<file path="config.mk">
export PLATFORM = sky130hd
export DESIGN_NAME = ped_button_request_flat
export DESIGN_NICKNAME = d
export VERILOG_FILES = /design/src/rtl/ped_pkg.sv /design/src/rtl/ped_button_request_if.sv /design/src/rtl/ped_debounce.sv /design/src/rtl/ped_button_request.sv /design/src/flat_wrapper.sv
export SDC_FILE = /design/constraint.sdc
export NUM_CORES = 1
export LEC_CHECK = 0
export CELL_PAD_IN_SITES_DETAIL_PLACEMENT = 0
export CELL_PAD_IN_SITES_GLOBAL_PLACEMENT = 1
export CORE_ASPECT_RATIO = 0.75
export CORE_UTILIZATION = 43
export CTS_CLUSTER_DIAMETER = 60
export CTS_CLUSTER_SIZE = 16
export DETAILED_ROUTE_END_ITERATION = 6
export GPL_ROUTABILITY_DRIVEN = 1
export PLACE_DENSITY = 0.8
export SLEW_MARGIN = 20
export SYNTH_ARGS = -nofsm -noshare
export SYNTH_HDL_FRONTEND = slang
export SYNTH_HIERARCHICAL = 1
export SYNTH_SLANG_ARGS = --single-unit
</file>
<file path="constraint.sdc">
create_clock -name pin3_clk_16mhz -period 2.3 [get_ports pin3_clk_16mhz]
set_input_delay 0.46 -clock pin3_clk_16mhz [delete_from_list [all_inputs] [get_ports pin3_clk_16mhz]]
set_output_delay 0.46 -clock pin3_clk_16mhz [all_outputs]
set_load 0.05 [all_outputs]
</file>
<file path="src/rtl/ped_pkg.sv">
// Shared definitions for the pedestrian crossing request path: request FSM
// state encodings, counter widths and default timing constants. Also imported
// by the traffic-light controller so both ends agree on the encoding.
package ped_pkg;

    localparam int STATE_SIZE = 2;

    typedef logic [STATE_SIZE-1:0] ped_state_t;

    localparam ped_state_t IDLE    = 2'd0;
    localparam ped_state_t PENDING = 2'd1;
    localparam ped_state_t LOCKOUT = 2'd2;

    localparam int DEFAULT_TIMER_SCALE     = 16000000;
    localparam int DEFAULT_DEBOUNCE_CYCLES = 320000;
    localparam int DEFAULT_LOCKOUT_SECONDS = 5;

    localparam int DEBOUNCE_CNT_WIDTH  = 20;
    localparam int LOCKOUT_TIMER_WIDTH = 30;
    localparam int BLINK_CNT_WIDTH     = 24;

    // True when the full lockout length (seconds * cycles per second) is
    // non-zero and its reload value fits the lockout timer.
    function automatic bit lockout_fits(input longint secs, input longint scale);
        longint total;
        total = secs * scale;
        return (total >= 64'sd1) && (total < (64'sd1 <<< LOCKOUT_TIMER_WIDTH));
    endfunction

endpackage

</file>
<file path="src/rtl/ped_button_request_if.sv">
// Request/acknowledge handshake between the pedestrian button front end and
// the traffic-light controller. The controller side is the master (it issues
// the acknowledge); the button front end is the slave (it raises requests).
interface ped_button_request_if;

    logic ped_req;
    logic ped_ack;

    modport master (
        input  ped_req,
        output ped_ack
    );

    modport slave (
        output ped_req,
        input  ped_ack
    );

endinterface

</file>
<file path="src/rtl/ped_debounce.sv">
// Button input conditioning: two-flop synchroniser for the asynchronous,
// active-low button, a stable-level debouncer and a one-cycle press strobe
// generated only on the debounced released->pressed transition.
module ped_debounce
    import ped_pkg::*;
#(
    parameter int DEBOUNCE_CYCLES = DEFAULT_DEBOUNCE_CYCLES
) (
    input  logic clk,
    input  logic rst,
    input  logic button_raw,
    output logic press
);

    localparam logic [DEBOUNCE_CNT_WIDTH-1:0] CNT_LAST =
        DEBOUNCE_CNT_WIDTH'(DEBOUNCE_CYCLES - 1);

    generate
        if (DEBOUNCE_CYCLES < 1 || DEBOUNCE_CYCLES > (1 << DEBOUNCE_CNT_WIDTH)) begin : g_bad_debounce
            $error("ped_debounce: DEBOUNCE_CYCLES out of range for the debounce counter");
        end
    endgenerate

    logic                          sync1_reg;
    logic                          sync2_reg;
    logic                          level_reg;
    logic [DEBOUNCE_CNT_WIDTH-1:0] cnt_reg;
    logic                          press_reg;

    // Synchronise, then accept a new level only after it has differed from the
    // debounced level for DEBOUNCE_CYCLES consecutive clocks; a glitch back to
    // the old level restarts the count.
    always_ff @(posedge clk) begin
        if (rst) begin
            sync1_reg <= 1'b1;
            sync2_reg <= 1'b1;
            level_reg <= 1'b1;
            cnt_reg   <= '0;
            press_reg <= 1'b0;
        end else begin
            sync1_reg <= button_raw;
            sync2_reg <= sync1_reg;
            press_reg <= 1'b0;
            if (sync2_reg == level_reg) begin
                cnt_reg <= '0;
            end else if (cnt_reg == CNT_LAST) begin
                level_reg <= sync2_reg;
                cnt_reg   <= '0;
                press_reg <= ~sync2_reg;
            end else begin
                cnt_reg <= cnt_reg + 1'b1;
            end
        end
    end

    assign press = press_reg;

endmodule

</file>
<file path="src/rtl/ped_button_request.sv">
// Pedestrian push-button front end: debounced press -> latched crossing request
// held toward the controller until acknowledged, followed by a lockout period
// in which presses are discarded. Drives the WAIT lamp.
// Optional feature macro: PED_WAIT_BLINK_EN (WAIT lamp blinks at 1 Hz while a
// request is pending instead of being steadily lit).
module ped_button_request
    import ped_pkg::*;
#(
    parameter int TIMER_SCALE     = DEFAULT_TIMER_SCALE,
    parameter int DEBOUNCE_CYCLES = DEFAULT_DEBOUNCE_CYCLES,
    parameter int LOCKOUT_SECONDS = DEFAULT_LOCKOUT_SECONDS
) (
    input  logic                  pin3_clk_16mhz,
    input  logic                  rst,
    input  logic                  pin9_button,
    ped_button_request_if.slave   ped_bus,
    output logic                  pin10_wait_led
);

    localparam longint LOCKOUT_TOTAL = longint'(LOCKOUT_SECONDS) * longint'(TIMER_SCALE);
    localparam logic [LOCKOUT_TIMER_WIDTH-1:0] LOCKOUT_LOAD =
        LOCKOUT_TIMER_WIDTH'(LOCKOUT_TOTAL - 1);

    generate
        if (!lockout_fits(longint'(LOCKOUT_SECONDS), longint'(TIMER_SCALE))) begin : g_bad_lockout
            $error("ped_button_request: LOCKOUT_SECONDS*TIMER_SCALE must be 1..2^30-1");
        end
        if (TIMER_SCALE < 2 || (TIMER_SCALE / 2) > (1 << BLINK_CNT_WIDTH)) begin : g_bad_scale
            $error("ped_button_request: TIMER_SCALE/2 must fit the blink counter");
        end
    endgenerate

    logic press;

    ped_debounce #(
        .DEBOUNCE_CYCLES(DEBOUNCE_CYCLES)
    ) u_debounce (
        .clk        (pin3_clk_16mhz),
        .rst        (rst),
        .button_raw (pin9_button),
        .press      (press)
    );

    ped_state_t                     state_reg;
    ped_state_t                     state_next;
    logic [LOCKOUT_TIMER_WIDTH-1:0] timer_reg;
    logic [LOCKOUT_TIMER_WIDTH-1:0] timer_next;
    logic                           req_reg;

    // Request FSM: acknowledge wins over a coincident press while pending;
    // a press wins over a stray acknowledge while idle (ack is ignored there).
    always_comb begin
        state_next = state_reg;
        timer_next = timer_reg;
        case (state_reg)
            IDLE: begin
                if (press) begin
                    state_next = PENDING;
                end
            end
            PENDING: begin
                if (ped_bus.ped_ack) begin
                    state_next = LOCKOUT;
                    timer_next = LOCKOUT_LOAD;
                end
            end
            LOCKOUT: begin
                if (timer_reg == '0) begin
                    state_next = IDLE;
                end else begin
                    timer_next = timer_reg - 1'b1;
                end
            end
            default: begin
                state_next = IDLE;
                timer_next = '0;
            end
        endcase
    end

    // State, lockout timer and the registered request output.
    always_ff @(posedge pin3_clk_16mhz) begin
        if (rst) begin
            state_reg <= IDLE;
            timer_reg <= '0;
            req_reg   <= 1'b0;
        end else begin
            state_reg <= state_next;
            timer_reg <= timer_next;
            req_reg   <= (state_next == PENDING);
        end
    end

    assign ped_bus.ped_req = req_reg;

`ifdef PED_WAIT_BLINK_EN
    localparam logic [BLINK_CNT_WIDTH-1:0] BLINK_LAST = BLINK_CNT_WIDTH'(TIMER_SCALE / 2 - 1);

    logic [BLINK_CNT_WIDTH-1:0] blink_cnt_reg;
    logic                       led_reg;

    // WAIT lamp blink: lit on the first pending cycle, toggles every half
    // second while pending, dark as soon as the request is dropped.
    always_ff @(posedge pin3_clk_16mhz) begin
        if (rst) begin
            blink_cnt_reg <= '0;
            led_reg       <= 1'b0;
        end else if (state_next == PENDING) begin
            if (state_reg != PENDING) begin
                blink_cnt_reg <= '0;
                led_reg       <= 1'b1;
            end else if (blink_cnt_reg == BLINK_LAST) begin
                blink_cnt_reg <= '0;
                led_reg       <= ~led_reg;
            end else begin
                blink_cnt_reg <= blink_cnt_reg + 1'b1;
            end
        end else begin
            blink_cnt_reg <= '0;
            led_reg       <= 1'b0;
        end
    end

    assign pin10_wait_led = led_reg;
`else
    // Steady WAIT lamp: lit exactly while the request is pending.
    assign pin10_wait_led = req_reg;
`endif

endmodule

</file>
<file path="src/flat_wrapper.sv">
// flat-port wrapper written by rule: the top's interface ports become plain ports
module ped_button_request_flat import ped_pkg::*;
#(
    parameter int TIMER_SCALE     = DEFAULT_TIMER_SCALE,
    parameter int DEBOUNCE_CYCLES = DEFAULT_DEBOUNCE_CYCLES,
    parameter int LOCKOUT_SECONDS = DEFAULT_LOCKOUT_SECONDS
)
  (pin3_clk_16mhz, rst, pin9_button, pin10_wait_led, ped_bus_ped_req, ped_bus_ped_ack);
  ped_button_request_if ped_bus_i ();
  input  logic pin3_clk_16mhz;
  input  logic rst;
  input  logic pin9_button;
  output logic pin10_wait_led;
  output wire logic [$bits(ped_bus_i.ped_req)-1:0] ped_bus_ped_req;
  input wire logic [$bits(ped_bus_i.ped_ack)-1:0] ped_bus_ped_ack;
  assign ped_bus_ped_req = ped_bus_i.ped_req;
  assign ped_bus_i.ped_ack = ped_bus_ped_ack;
  ped_button_request #(.TIMER_SCALE(TIMER_SCALE), .DEBOUNCE_CYCLES(DEBOUNCE_CYCLES), .LOCKOUT_SECONDS(LOCKOUT_SECONDS)) u_core (.pin3_clk_16mhz(pin3_clk_16mhz), .rst(rst), .pin9_button(pin9_button), .ped_bus(ped_bus_i), .pin10_wait_led(pin10_wait_led));
endmodule
</file>
==> results.md <==
- First-pass GRT wire length: 13.6 mm
- # port buffers: 5
- Worst path slowest cell: or4_1
- Placed Cells incl. Taps: approximately 500
- Total Routing Usage GR: a little under a quarter
- Row Count: 27
- H-tree depth: 3
- Seq/Total Area, Yosys: 34.4%
- GRT overflow: 0
- Simple-gate portion of the synthesized area: 30.4%
- TritonRoute pass-1 iters: 5
- CP max FO: 8
- Die X: 103 um
- Clock buffer depth: 2
- R2R depth: 7
- Commonest register cell after synthesis: dfxtp_1
- Mux contribution to synthesized area: 0.604%
- Mapped cell area: 0.00332 mm2
- Post-synth net total: 393
- Setup violations, final: 0
- Die ar.: between 0.008 and 0.009 mm2
- Crit path kind: register to register
- Vias: 3019
- Largest family of logic cells by synthesized area: simple AND/OR/NAND/NOR gates
- #FFs+latches synth: 57
- DR WL/cell: 16.3 um
- Tmin final: 2.15 ns
- RSZ-0062 raised after global routing: no
- Post-CTS setup buffer count: 0
- Relative slew slack: about two thirds
- CTS tree: built
- Share of cells above drive strength 1: 19.6%
- Yosys Warn Count: 6
- Starting Density: 44.8%
- Worst hold stages: 1
- Status: finished clean
- Worst hold path class: register to register
- Post-synth top area cell: dfxtp_1
- Placer Congestion: 0.863
- EDFF count, synth: 0
- Num CTS Buffers: 9
- Vias in the first global route: around 2800
- Pre-CTS setup slack: -0.108 ns
- Largest register FFs: 30
- Yosys cell types: 65
- CP endpoint kind: register
- CTS root buf: clkbuf_8
- Post-synthesis xor/xnor area fraction: 4.49%
- Slew at the pin closest to its max-slew limit: 0.522 ns
- Cells after synthesis: 382
- Synth top area share: 34.4%
- Syn Area/Cell: 8.68 um2
- Layout area overhead: 14.2%
- Reg clk slew, reported paths: 0.07 ns
- FF-to-FF setup slack: ~0.15 ns
- Net total in the final layout: 420
- Routed WL: 8.38 mm
- Post-route setup TNS: 0 ns
- Slowest stage delay, CP: 0.48 ns
- Fin worst setup slack: 0.150 ns
- DRC viols: 0
- FMAX: roughly 470 MHz
- Die Height: roughly 80 um
- Worst setup SP type: register
- Ys async rst share: 0%
- Synth Area in Compound Gates: 20.2%
- Top cells by area, synth: dfxtp_1 (34%), nor2_1 (4.3%), xnor2_1 (3.7%), a21oi_1 (3.5%), nand3_1 (3.2%)
- Leakage: roughly 1.3 nW
- Final Slew Violations: 0
- Hpwl dp: a little under 6 mm
- Largest net degree at the start of global routing: 19
- Core Util, Final: 51.2%
- Final hold violation count: 0
- IO Pins: 6
- Total power: 1.95 mW
- Synth Area in Adders: 2.64%
- Req. time, crit path: 2.57 ns
- VDD IR max: about 0.00026 V
- Layout Cells excl Fill: 514
- Vias per Instance: 5.87
- Arr. time, crit path: 2.42 ns
- Crit path cell chain: inv_1, ha_1, nor3b_1, nand4_2, buf_4, or4_1, a21oi_1
- Initial antenna violation count: 0
- Pwr/cell area: 515 mW/mm2
- Clock Latency Late Sink: 0.34 ns
- Final period utilization: a little over 90%
- Clock Sink Count: 57
- Core area: 0.00740 mm2
- Detail Route Antenna Nets: 0
- Max_cap viols: 0
- Drt first-iter violations: 200
- Worst Skew: 0.00669 ns
- # diodes: 0
[worst max-delay path: cells and delay by family, from the launching register on]
| kind | cells | cell delay [ns] |
|---|---|---|
| DFF | 1 | 0.33 |
| buffers and inverters | 2 | 0.33 |
| AOI/OAI and AO/OA | 1 | 0.17 |
| adders and majority gates | 1 | 0.17 |
| and+or+nand+nor | 3 | 1.07 |
[layout make-up]
| cell class | instances | area (um2) |
|---|---|---|
| timing repair buffer | 34 | 272 |
| fill | 687 | 3610 |
| clock buffer | 14 | 193 |
| multi-input combinational | 280 | 1950 |
| clock inverter | 1 | 7.51 |
| inverter | 27 | 101 |
| sequential | 57 | 1140 |
| tap | 101 | 126 |
[layout by cell type, fill, tap and decap left out, drive strengths merged, types with 3 or more instances in the layout]
master / instances
clkbuf: 14
o311ai: 5
xor2: 3
nor3: 16
ha: 7
xnor2: 14
or4: 8
a31oi: 4
nor2: 38
nand2: 19
clkdlybuf4s50: 5
dfxtp: 57
buf: 29
inv: 27
nand3: 24
or3: 4
o221ai: 6
o211ai: 11
a41oi: 3
nor4: 13
o21ai: 16
and3: 8
nand4: 13
or2: 4
and2: 3
a21oi: 24
o31ai: 9
[stage by stage]
step | hold slack (ns) | area [um2]
2_1_floorplan | 0.389 | 3320
3_3_place_gp | 0.401 | 3570
3_5_place_dp | 0.410 | 3570
4_1_cts | 0.431 | 3770
5_1_grt | 0.447 | 3790
6_report | 0.419 | 3790
[power breakdown]
group / switching, mW / internal (mW)
combinational: 0.0226 / 0.0140
sequential: 0.00130 / 0.989
clock: 0.393 / 0.532
[per-layer routing]
layer | global-route usage (%) | vias up | share of wire (%)
met5 | 0 | - | 0
met4 | 7.46 | 0 | 1.3
met3 | 6.68 | 10 | 6.9
met2 | 32.3 | 90 | 40
met1 | 32.1 | 1440 | 52
li1 | - | 1479 | -
[worst paths after layout]
| check | startpoint | end |
|---|---|---|
| setup / recovery | u_core/timer_reg[0] | u_core/timer_reg[16] |
| hold / removal | u_core/u_debounce/sync1_reg | u_core/u_debounce/sync2_reg |
| setup reg to reg | u_core/timer_reg[0] | u_core/timer_reg[16] |
| hold reg to reg | u_core/u_debounce/sync1_reg | u_core/u_debounce/sync2_reg |
[cell families after synthesis]
kind of cell             after synthesis
XOR/XNOR                              17
AND/OR/NAND/NOR                      162
flip-flops                            57
multiplexers                           2
buffers and inverters                 45
AO/OA/AOI/OAI                         92
adder cells (fa/ha/maj)                7
[timing repair]
| action | CTS | global route |
|---|---|---|
| hold buffers | 0 | 0 |
| endpoints found under the hold margin | 0 | 0 |
| endpoints found under the setup margin | 0 | 25 |
| resized for setup | 0 | 4 |
[synthesized netlist by cell type, types with 4 or more instances]
library cell and number:
nand4_2 4, nand2_1 18, and3_1 6, o31ai_1 9, o21ai_1 5, o21ai_0 9, o311ai_0 4, or4_1 7
nand3_1 21, nand4_1 8, or2_2 4, a31oi_1 4, ha_1 7, o211ai_1 11, nor3_1 14, o221ai_2 6
clkbuf_1 6, or3_1 4, inv_1 27, nor2_1 38, a21oi_1 23, nor4_1 8, buf_6 4, xnor2_1 14
dfxtp_1 57
Note: power is estimated with default switching activity, not from simulation.
